### config.mk
export PLATFORM = sky130hd
export DESIGN_NAME = memory_port_arbiter
export DESIGN_NICKNAME = d
export VERILOG_FILES = /design/src/rtl/memory_port_arbiter.sv
export SDC_FILE = /design/constraint.sdc
export NUM_CORES = 1
export LEC_CHECK = 0
export BUFFER_PORTS_ARGS = -buffer_cell sky130_fd_sc_hd__buf_2
export CAP_MARGIN = 0
export CORE_AREA = 2 2 123 125
export CTS_CLUSTER_SIZE = 24
export DETAILED_ROUTE_END_ITERATION = 7
export DIE_AREA = 0 0 125 127
export MAX_ROUTING_LAYER = met4
export PLACE_DENSITY = 0.48
export SKIP_CTS_REPAIR_TIMING = 1
export SYNTH_ARGS = -nofsm -noshare
export SYNTH_HDL_FRONTEND = slang
export SYNTH_SLANG_ARGS = --single-unit
### constraint.sdc
create_clock -name clk -period 0.95 [get_ports clk]
set_input_delay 0.095 -clock clk [delete_from_list [all_inputs] [get_ports clk]]
set_output_delay 0.095 -clock clk [all_outputs]
set_load 0.03 [all_outputs]
### src/rtl/memory_port_arbiter.sv
// memory_port_arbiter
//   Shares one ready/valid memory port between two masters: port 0 (core
//   fetch/load/store) and port 1 (debug/DMA loader). Only one transaction is
//   outstanding at a time. A granted master owns the memory until the response
//   pulse arrives, and the response is returned to that master only.
//
//   Build option: define MEMORY_ARBITER_ROUND_ROBIN_EN to make contended
//   grants alternate between the ports. If it is left undefined, port 0 always
//   wins contention.
module memory_port_arbiter #(
  parameter int ADDR_WIDTH = 32,
  parameter int DATA_WIDTH = 32
) (
  input  logic                    clk,
  input  logic                    reset,
  input  logic                    m0_request,
  input  logic                    m0_enable,
  input  logic                    m0_command,
  input  logic [ADDR_WIDTH-1:0]   m0_address,
  input  logic [DATA_WIDTH-1:0]   m0_write_data,
  input  logic [DATA_WIDTH/8-1:0] m0_write_mask,
  output logic                    m0_ready,
  output logic                    m0_valid,
  output logic [DATA_WIDTH-1:0]   m0_read_data,
  input  logic                    m1_request,
  input  logic                    m1_enable,
  input  logic                    m1_command,
  input  logic [ADDR_WIDTH-1:0]   m1_address,
  input  logic [DATA_WIDTH-1:0]   m1_write_data,
  input  logic [DATA_WIDTH/8-1:0] m1_write_mask,
  output logic                    m1_ready,
  output logic                    m1_valid,
  output logic [DATA_WIDTH-1:0]   m1_read_data,
  input  logic                    memory_ready,
  input  logic                    memory_valid,
  input  logic [DATA_WIDTH-1:0]   memory_read_data,
  output logic                    memory_enable,
  output logic                    memory_command,
  output logic [ADDR_WIDTH-1:0]   memory_address,
  output logic [DATA_WIDTH-1:0]   memory_write_data,
  output logic [DATA_WIDTH/8-1:0] memory_write_mask,
  output logic                    debug_state,
  output logic                    debug_owner
);

  localparam logic [0:0] IDLE = 1'b0;
  localparam logic [0:0] BUSY = 1'b1;

  logic [0:0] state;
  logic       owner;
  logic       last_served;
  logic       grant;
  logic       grant_any;
  logic       ready_ok;
  logic       accept;
  logic       resp;

  // Choose a requester. Requests never depend on ready, so there is no loop.
  always_comb begin
    grant_any = m0_request | m1_request;
    grant     = 1'b0;
    if (m0_request && m1_request) begin
`ifdef MEMORY_ARBITER_ROUND_ROBIN_EN
      grant = ~last_served;
`else
      grant = 1'b0;
`endif
    end else if (m1_request) begin
      grant = 1'b1;
    end
  end

  // Ready, accept and the request mux that passes through to memory unregistered.
  always_comb begin
    ready_ok          = !reset && (state == IDLE) && grant_any && memory_ready;
    m0_ready          = ready_ok && !grant;
    m1_ready          = ready_ok && grant;
    accept            = (m0_ready && m0_enable) || (m1_ready && m1_enable);
    memory_enable     = accept;
    memory_command    = grant ? m1_command    : m0_command;
    memory_address    = grant ? m1_address    : m0_address;
    memory_write_data = grant ? m1_write_data : m0_write_data;
    memory_write_mask = grant ? m1_write_mask : m0_write_mask;
  end

  // Route the response pulse to the owner only. In BUSY, last_served always
  // equals owner because both are loaded on the same accept.
  always_comb begin
    resp         = !reset && (state == BUSY) && memory_valid;
    m0_valid     = resp && !last_served;
    m1_valid     = resp && last_served;
    m0_read_data = memory_read_data;
    m1_read_data = memory_read_data;
    debug_state  = state[0];
    debug_owner  = owner;
  end

  // IDLE/BUSY sequencing. A reset abandons any pending response.
  always_ff @(posedge clk) begin
    if (reset) begin
      state       <= IDLE;
      owner       <= 1'b0;
      last_served <= 1'b1;
    end else begin
      case (state)
        IDLE: begin
          if (accept) begin
            state       <= BUSY;
            owner       <= grant;
            last_served <= grant;
          end
        end
        default: begin
          if (memory_valid) begin
            state <= IDLE;
          end
        end
      endcase
    end
  end

endmodule

==> impl_metrics.yaml <==
global_route:
  gr-usage-met3: 0.01926
  grt_pass1_vias: 2199
  antenna_found_initial: 0
  use_met1: 0.09299
  grt_max_degree: 39
  grt_overflow: 0
  busiest_layer: "met2"
  grt_pass1_wl_microns: 10560
  globalRouteTotalUtil: 0.08250
  use_met2: 0.1397
yosys:
  synth_area_sq_um: 1530
  synth_cell_types: 19
  synth_top_area_share: 0.5102
  synth_largest_area_cell: "nand2_1"
  synth_seq_area_share: 0.03925
  ys_top_cells_by_area: "nand2_1 51%, buf_4 32%, buf_2 4.6%"
  yosysWarningCount: 0
  synthesis.nets: 487
  synth_ff_type: "dfxtp_1"
  synth_edf_count: 0
  yosysMostFrequentCell: "nand2_1"
  avgSynthCellArea_sq_um: 4.952
  postSynth.asyncResetShare: 0
  ys_ff_latch: 3
  synthesis.instances: 309
  synth_common_cells: "208 x nand2_1, 65 x buf_4, 14 x buf_2, 3 x dfxtp_1, 3 x nand2b_1"
floorplan:
  initial_utilization: 0.1061
  fp-row-count: 44
  die_area_sq_um: 15880
  ios: 318
  die_width_microns: 125
  core_area_sq_um: 14420
  die_y_microns: 127
detailed_routing:
  firstDrtPassIters: 4
  vias: 2571
  drtAntennaViolNets: 0
  avgRoutedWirePerCell_microns: 14.83
  drc: 0
  drt_iter0_drc: 64
  drt_wl_total_microns: 9968
  vias_per_cell: 3.826
setup_path:
  r2r_cells: 3
  reg2reg_to: "debug_state$_SDFF_PP0_"
  cpPeakStageDelay_ps: 210
  worst_ep_arrival_time_ps: 1100
  crit_required_ps: 850
  crit_type: "in -> out"
  critPathTopFamily: "buffers and inverters"
  cp_max_fo: 7
  reg2reg_from: "debug_state$_SDFF_PP0_"
  path_buf_inv: 4
  cp_cell_sequence: "buf_8 > nor2b_4 > buf_12 > a21boi_2 > buf_4 > nor3_4 > buf_6"
  crit_path_end_kind: "output port"
  cpMaxStageDelayCell: "nor2b_4"
  worstSetupStartpointType: "input port"
  rrSetupSlack_ps: -40
worst_hold_path:
  min_from: "memory_valid"
  worstHoldPathCells: 2
  hold_end: "debug_state$_SDFF_PP0_"
  hold_path_class: "in -> reg"
run_status:
  status: "finished with violations"
  violations: "negative setup slack"
power_and_ir_drop:
  p_per_area_nw_per_um2: 782.6
  finalPower_uw: 3242
  power.leakage_uw: 0.002428
  vdd.ir_drop.worst_uv: 1106
clock_network:
  root_buffer: "clkbuf_16"
  clock_latency_ps: 220
  cts.reportedPaths.clkPinSlew_ps: 30
  cts.path.max_buffers: 2
  htree_levels: 1
  cts_tree: "done"
  clock_sinks: 3
  cts_buffers: 3
place:
  portBuffers: 221
  place_ws_ps: -190.0
  place_hpwl_microns: 5939
  place.gp.congestion: 0.7450
finish:
  drive_gt1_frac: 0.8217
  n_antenna_cell: 0
  nFillCells: 1560
  synthToLayoutAreaGrowth_pct: 170.7
  multi_input_area_sq_um: 1600
  fin_nets: 667
  seq_area_sq_um: 63.81
sta:
  worst_slack_ps: -244.6
  finalMaxSlewViolations: 0
  setup_viol: 77
  grt_setup_unrepaired: "true"
  hold_viol_final: 0
  fmax_ghz: 0.8371
  tightest_slew_ps: 195.3
  fin_crit_ps: 1195
  timing.final.crit_share: 1.257
  slew_headroom: 0.8694
  skew_ps: 0.8809
flow_run:
  cap_violations: 0
==> stage by stage <==
stage | hold WS, ps | cell area, sq um | setup TNS [ps] | instances | util
final | 73.93 | 4143 | -11450 | 672 | 0.2872
after global routing | 89.47 | 4143 | -15790 | 672 | 0.2872
after CTS | 69.87 | 2585 | -11950 | 651 | 0.1792
after detailed placement | 190.3 | 2506 | -10700 | 647 | 0.1738
after global placement | 190.3 | 2506 | -10020 | 647 | 0.1738
after floorplan | 164.1 | 1582 | -137.6 | 309 | -
==> area by class of cell <==
class / instances / area share
Timing Repair Buffer: 255 / 0.5237
Multi-Input combinational cell: 226 / 0.3863
Tap cell: 184 / 0.05557
Clock buffer: 4 / 0.01903
Sequential cell: 3 / 0.01540
==> routing by layer <==
layer	share of wire	up-vias
li1	-	1234
met1	0.39	1164
met2	0.51	134
met3	0.065	39
met4	0.032	0
met5	0	-
==> cell usage in the layout (no fill, tap or decap), types with 2 or more instances in the layout <==
master / n
buf_12: 11
buf_8: 2
nand2_1: 78
nor3b_4: 2
buf_4: 12
buf_2: 144
dfxtp_1: 2
nand2_2: 72
nand2b_4: 3
buf_6: 76
nor3_4: 2
nand2_4: 58
clkbuf_16: 12
==> flip-flops by register name (all words and copies together), names as in the netlist <==
name	count
debug_owner	1
debug_state	1
last_served	1
==> worst max path at each step <==
stage | from | end | slack [ps] | cells past startpoint
6_report | m1_request | memory_enable | -240 | 7
5_1_grt | m1_request | memory_enable | -310 | 7
4_1_cts | debug_state$_SDFF_PP0_ | m0_ready | -340 | 3
3_5_place_dp | m1_request | memory_write_data[19] | -190 | 6
3_3_place_gp | m1_request | memory_write_data[19] | -180 | 6
2_1_floorplan | debug_state$_SDFF_PP0_ | m0_ready | -80 | 2
==> report_power, final <==
| part | internal, uW | switching (uW) | leakage, uW |
|---|---|---|---|
| registers | 132 | 6.42 | 0.0000252 |
| clock network | 554 | 113 | 0.0000382 |
| logic | 1130 | 1310 | 0.00236 |
==> cells by family after synthesis <==
family,Yosys count,share of synthesized area
AOI/OAI and AO/OA,6,0.02617
and+or+nand+nor,220,0.5625
buffers and inverters,80,0.3720
DFF,3,0.03925
Note: power is estimated with default switching activity, not from simulation.
